## config.mk

```make
export PLATFORM = sky130hd
export DESIGN_NAME = reorder_buf
export DESIGN_NICKNAME = d
export VERILOG_FILES = /design/src/rtl/reorder_buf_pkg.sv /design/src/rtl/reorder_buf.sv
export SDC_FILE = /design/constraint.sdc
export NUM_CORES = 2
export LEC_CHECK = 0
export ABC_CLOCK_PERIOD_IN_PS = 94200
export CAP_MARGIN = 30
export CORE_ASPECT_RATIO = 1.75
export CORE_MARGIN = 2
export CORE_UTILIZATION = 55
export DETAILED_ROUTE_END_ITERATION = 10
export DONT_BUFFER_PORTS = 1
export PLACE_DENSITY = 0.7
export REMOVE_ABC_BUFFERS = 1
export SLEW_MARGIN = 20
export SYNTH_ARGS = -nofsm -noshare
export SYNTH_HDL_FRONTEND = slang
export SYNTH_SLANG_ARGS = --single-unit
```

## constraint.sdc

```tcl
create_clock -name clk -period 94.2 [get_ports clk]
set_input_delay 18.84 -clock clk [delete_from_list [all_inputs] [get_ports clk]]
set_output_delay 18.84 -clock clk [all_outputs]
set_load 0.02 [all_outputs]
```

## src/rtl/reorder_buf_pkg.sv

```systemverilog
// Shared RV32I types for the reorder buffer: the ROB entry record and the
// opcodes whose rd field is not a destination register.
package rv32i_types;

    // Tag fields are stored at a fixed maximum width; the ROB zero-extends its TAG_W tags into them.
    localparam int ROB_TAG_MAX_W = 8;

    localparam logic [6:0] op_b_store = 7'b0100011;
    localparam logic [6:0] op_b_br    = 7'b1100011;

    typedef struct packed {
        logic [31:0]              inst;
        logic [31:0]              pc;
        logic [ROB_TAG_MAX_W-1:0] tag;
        logic [ROB_TAG_MAX_W-1:0] rs1_tag;
        logic [ROB_TAG_MAX_W-1:0] rs2_tag;
        logic [31:0]              rs1_rdata;
        logic [31:0]              rs2_rdata;
        logic [31:0]              wdata;
        logic                     valid;
        logic                     ready;
        logic                     redirect;
        logic [31:0]              target;
    } rob_entry_t;

    function automatic logic [4:0] rd_of(input logic [31:0] inst);
        if (inst[6:0] == op_b_store || inst[6:0] == op_b_br) begin
            return 5'd0;
        end
        return inst[11:7];
    endfunction

endpackage

```

## src/rtl/reorder_buf.sv

```systemverilog
// In-order-retire reorder buffer: allocates tagged entries at dispatch, accepts
// out-of-order CDB writebacks, retires one ready head per cycle, and flushes on redirect.
module reorder_buf
    import rv32i_types::*;
#(
    parameter int TAG_W = 5,
    parameter int DEPTH = 16,
    parameter int PTR_W = $clog2(DEPTH)
) (
    input  logic             clk,
    input  logic             rst,

    input  logic             disp_valid,
    output logic             disp_ready,
    input  logic [31:0]      disp_inst,
    input  logic [31:0]      disp_pc,
    output logic [TAG_W-1:0] disp_tag,

    input  logic             cdb_valid,
    input  logic [TAG_W-1:0] cdb_tag,
    input  logic [31:0]      cdb_wdata,
    input  logic [31:0]      cdb_rs1_rdata,
    input  logic [31:0]      cdb_rs2_rdata,
    input  logic             cdb_redirect,
    input  logic [31:0]      cdb_target,

    output logic             commit_valid,
    output logic [TAG_W-1:0] commit_tag,
    output logic [4:0]       commit_rd_addr,
    output logic [31:0]      commit_wdata,

    output logic             flush,
    output logic [31:0]      pc_new
);

    localparam logic [PTR_W:0] FULL_COUNT = (PTR_W + 1)'(DEPTH);

    rob_entry_t       rob_entries [DEPTH];
    logic [PTR_W:0]   rptr;
    logic [PTR_W:0]   wptr;
    logic [PTR_W:0]   count;

    rob_entry_t       head;
    rob_entry_t       cdb_entry;
    rob_entry_t       disp_entry;
    logic             disp_fire;
    logic             cdb_hit;
    logic [PTR_W-1:0] ridx;
    logic [PTR_W-1:0] widx;
    logic [PTR_W-1:0] cidx;

    assign ridx = rptr[PTR_W-1:0];
    assign widx = wptr[PTR_W-1:0];
    assign cidx = cdb_tag[PTR_W-1:0];

    assign head      = rob_entries[ridx];
    assign cdb_entry = rob_entries[cidx];

    assign disp_ready = (count != FULL_COUNT);
    assign disp_tag   = TAG_W'(wptr);

    assign commit_valid   = head.valid && head.ready;
    assign commit_tag     = TAG_W'(rptr);
    assign commit_rd_addr = rd_of(head.inst);
    assign commit_wdata   = head.wdata;

    assign flush  = commit_valid && head.redirect;
    assign pc_new = flush ? head.target : 32'h0;

    assign disp_fire = disp_valid && disp_ready && !flush;
    // Stale writebacks (entry reused under a newer wrap) fail the stored-tag compare.
    assign cdb_hit   = cdb_valid && !flush && cdb_entry.valid &&
                       (cdb_entry.tag == ROB_TAG_MAX_W'(cdb_tag));

    always_comb begin
        disp_entry       = '0;
        disp_entry.inst  = disp_inst;
        disp_entry.pc    = disp_pc;
        disp_entry.tag   = ROB_TAG_MAX_W'(wptr);
        disp_entry.valid = 1'b1;
    end

    always_ff @(posedge clk or posedge rst) begin
        if (rst) begin
            for (int i = 0; i < DEPTH; i++) begin
                rob_entries[i] <= '0;
            end
            rptr  <= '0;
            wptr  <= '0;
            count <= '0;
        end else if (flush) begin
            for (int i = 0; i < DEPTH; i++) begin
                rob_entries[i].valid <= 1'b0;
                rob_entries[i].ready <= 1'b0;
            end
            rptr  <= '0;
            wptr  <= '0;
            count <= '0;
        end else begin
            if (disp_fire) begin
                rob_entries[widx] <= disp_entry;
                wptr              <= wptr + 1'b1;
            end
            if (cdb_hit) begin
                rob_entries[cidx].wdata     <= cdb_wdata;
                rob_entries[cidx].rs1_rdata <= cdb_rs1_rdata;
                rob_entries[cidx].rs2_rdata <= cdb_rs2_rdata;
                rob_entries[cidx].redirect  <= cdb_redirect;
                rob_entries[cidx].target    <= cdb_target;
                rob_entries[cidx].ready     <= 1'b1;
            end
            if (commit_valid) begin
                rob_entries[ridx].valid <= 1'b0;
                rptr                    <= rptr + 1'b1;
            end
            case ({disp_fire, commit_valid})
                2'b10:   count <= count + 1'b1;
                2'b01:   count <= count - 1'b1;
                default: count <= count;
            endcase
        end
    end

endmodule

```

==> summary.md <==
## Status
- result of the run: completed

## Route
- drt drc: 0
- number of nets still failing antenna checks after routing: 0
- via-per-instance ratio: 6.65
- routed len/inst: 29.7 um
- total wire length: 189 mm
- number of violations reported at the end of detailed-routing iteration 0: 4428
- total via count in the routed design: 42400
- DRT Pass-1 Iters: 5

## Placed design
- worst slack at placement: 70.03 ns
- port bufs: 0
- post-detail-place hpwl: 103 mm
- cell total after placement: 6127
- Placer Congestion: 0.820

## Logic synthesis
- proportion of netlist area held by the largest area contributor: 54.2%
- cell with the most instances after synthesis: dfrtp_1
- sequential area share after synthesis: 54.2%
- number of synthesized register bits: 1391
- main flop type after synthesis: dfrtp_1
- Post-synth EDFFs: 0
- library cells used by synthesis: 62
- summed instance area of the synthesized netlist: 64200 sq um
- Post-synth top cells: dfrtp_1 (1391), nand2_1 (1011), mux2i_1 (659), mux4_2 (366), a22o_1 (327)
- cell type with the largest total area after synthesis: dfrtp_1
- yosys synthesis warning count: 0
- Synth async-reset ratio: 100%
- dominant cells by area after synthesis: dfrtp_1 (54%), mux4_2 (13%), mux2i_1 (10%)
- Synth Area per Inst: 12.8 sq um
- Synth Instances: 5002

## STA
- post-route clock skew: 0.0422 ns
- number of failing setup endpoints in the final timing report: 0
- fin. max-slew vios: 0
- crit share post-route: 26.4%
- final setup slack of the worst path: 69.34 ns
- unrepaired setup endpoints after global routing: false
- fmax: 40.2 MHz
- Total Negative Setup Slacks: 0 ns
- Max transition margin: 25.4%
- transition at the pin with the smallest max-transition slack: 1.12 ns
- Tmin final: 24.86 ns
- smallest hold slack: 0.466 ns
- count of endpoints failing hold in the final timing report: 0

## Global route
- vias in the first global route: 45000
- maximum number of pins on one net before global-route repair: 180
- initial antenna violation count: 11
- overall routing resource usage: 31.9%
- gr ovfl total: 0
- global-route wire length before repair: 288 mm

## Cells and area
- Post-layout nets: 4968
- count of placed standard cells in the final layout, fillers left out: 6369
- area taken by multi-input logic gates: 27300 sq um
- area added between synthesis and finish: 8.58%
- share of cells above drive strength 1: 17.7%
- flip-flop and latch area: 34800 sq um
- layout filler cell count: 9104

## CTS
- number of buffers inserted by post-CTS setup repair: 0
- clock tree from TritonCTS: built
- number of sinks driven by the clock tree: 1391
- latest clock arrival within the worst-skew pair: 0.78 ns
- H-tree depth: 3
- clock slew at reported path FFs: 0.06 ns
- number of gates resized after cts: 0
- clock root cell: clkbuf_16
- largest buffer count on any clock path: 3
- quantity of hold-fixing buffers added after cts: 0
- clock buffer count from CTS: 121

## Worst setup path
- worst setup path end: pc_new[1]
- kind of critical path: flip-flop to output port
- critical register-to-register path startpoint: commit_tag[0]
- type of element launching the critical path: flip-flop
- R2R Path End: rob_entries[2654]
- highest fanout seen on the critical path: 49
- data arrival time of the critical path: 6.02 ns
- element type at the critical path end: output port
- Worst Reg-to-Reg Cells: 14
- minimum setup slack among reg-to-reg paths: 86.63 ns
- delay of the slowest critical-path stage: 0.86 ns
- worst setup path startpoint: commit_tag[0]
- Critical Path Most Common Cell: buf_4
- cell with the largest stage delay on the worst path: buf_4
- required arrival time at the worst endpoint: 75.36 ns
- worst-path cell chain: buf_4, buf_4, mux4_2, nand3_1, nand4_1, nand3_4, inv_4, buf_4, and2_1

## Run
- max-cap violations: 0

## Floorplanning
- Die Footprint: 120000 sq um
- initial cell density of the core: 55.5%
- area of the core region: 116000 sq um
- die height: 456 um
- Cell Rows: 165
- overall die width: 262 um
- IO Pins: 284

## Pwr
- Logic pwr share: 24.2%
- clock network power share: 32.5%
- sw frac: 31.9%
- total internal power: 1.15 mW
- Reg power frac: 43.3%
- total power per unit cell area: 24.3 nW/um^2
- total power draw: 1.69 mW
- net switching component of the power: 540 uW
- Leakage Power: 35.7 nW
- worst IR drop on VDD: 0.0241 mV

## Worst hold path
- HP Class: flip-flop to flip-flop

==> cells in the final DEF, fill, tap and decap left out, drive strengths merged, types with 21 or more instances in the layout <==
cell,count
dfrtp,1391
nand2,1011
mux2i,659
mux4,366
a22o,327
and2,173
clkbuf,161
mux2,127
buf,117
o2bb2ai,68
o21ai,46
nand4,36
a21oi,35
clkinv,35
inv,32
nor2,30
nand2b,23
nand3,21
==> logic make-up (layout without fill, tap and decap cells) <==
family,after synthesis,in the layout,synth area share [%]
flip-flops,1391,1391,54.2
AO/OA/AOI/OAI,548,548,6.93
other,0,6,0
multiplexers,1152,1152,25.3
AND/OR/NAND/NOR,1370,1370,9.44
adder cells (fa/ha/maj),12,12,0.246
XOR/XNOR,12,12,0.164
buffers and inverters,517,375,3.65
==> routing by layer <==
metal / global-route usage, % / vias to the layer above / wire length (um) / share of wire, %
met1: 41.1 / 22500 / 71600 / 38
li1: - / 17400 / - / -
met2: 51.7 / 1974 / 92600 / 49
met5: 0 / - / 112 / 0.059
met4: 14.2 / 14 / 8560 / 4.5
met3: 7.22 / 486 / 16300 / 8.6
==> power groups by stage <==
stage / sequential, mW / combinational [mW] / clock (mW)
2_1_floorplan: 0.778 / 0.289 / 0
3_3_place_gp: 0.739 / 0.403 / 0
3_5_place_dp: 0.744 / 0.410 / 0
4_1_cts: 0.733 / 0.412 / 0.556
5_1_grt: 0.743 / 0.440 / 0.580
6_report: 0.734 / 0.410 / 0.550
==> critical path: cells and delay by family (launching register included) <==
family | cells | cell delay [ns]
buffers and inverters | 4 | 2.76
and+or+nand+nor | 4 | 1.15
DFF | 1 | 0.77
muxes | 1 | 0.38
==> worst min-delay path by stage <==
stage | from | endpoint | slack [ns] | cells after the start
after floorplan | flip-flop | flip-flop | 0.43 | 1
after global placement | flip-flop | flip-flop | 0.44 | 1
after detailed placement | flip-flop | flip-flop | 0.45 | 1
after CTS | flip-flop | flip-flop | 0.47 | 1
after global routing | flip-flop | flip-flop | 0.49 | 1
final | flip-flop | flip-flop | 0.47 | 1
==> final cells by class <==
type	instances	area share [%]
Tap cell	1503	2.70
Clock buffer	161	4.93
Multi-Input combinational cell	3094	39.1
Antenna cell	6	0.0215
Sequential cell	1391	50.0
Timing Repair Buffer	117	1.70
Clock inverter	68	1.37
Inverter	29	0.171
==> through the flow <==
stage | utilization (%) | cell area (sq um)
detailed placement | 56.3 | 65100
global placement | 56.2 | 64900
floorplan | - | 62000
CTS | 60.1 | 69500
finish | 60.3 | 69700
global route | 60.3 | 69700
Power figures use the tool's default switching activity.
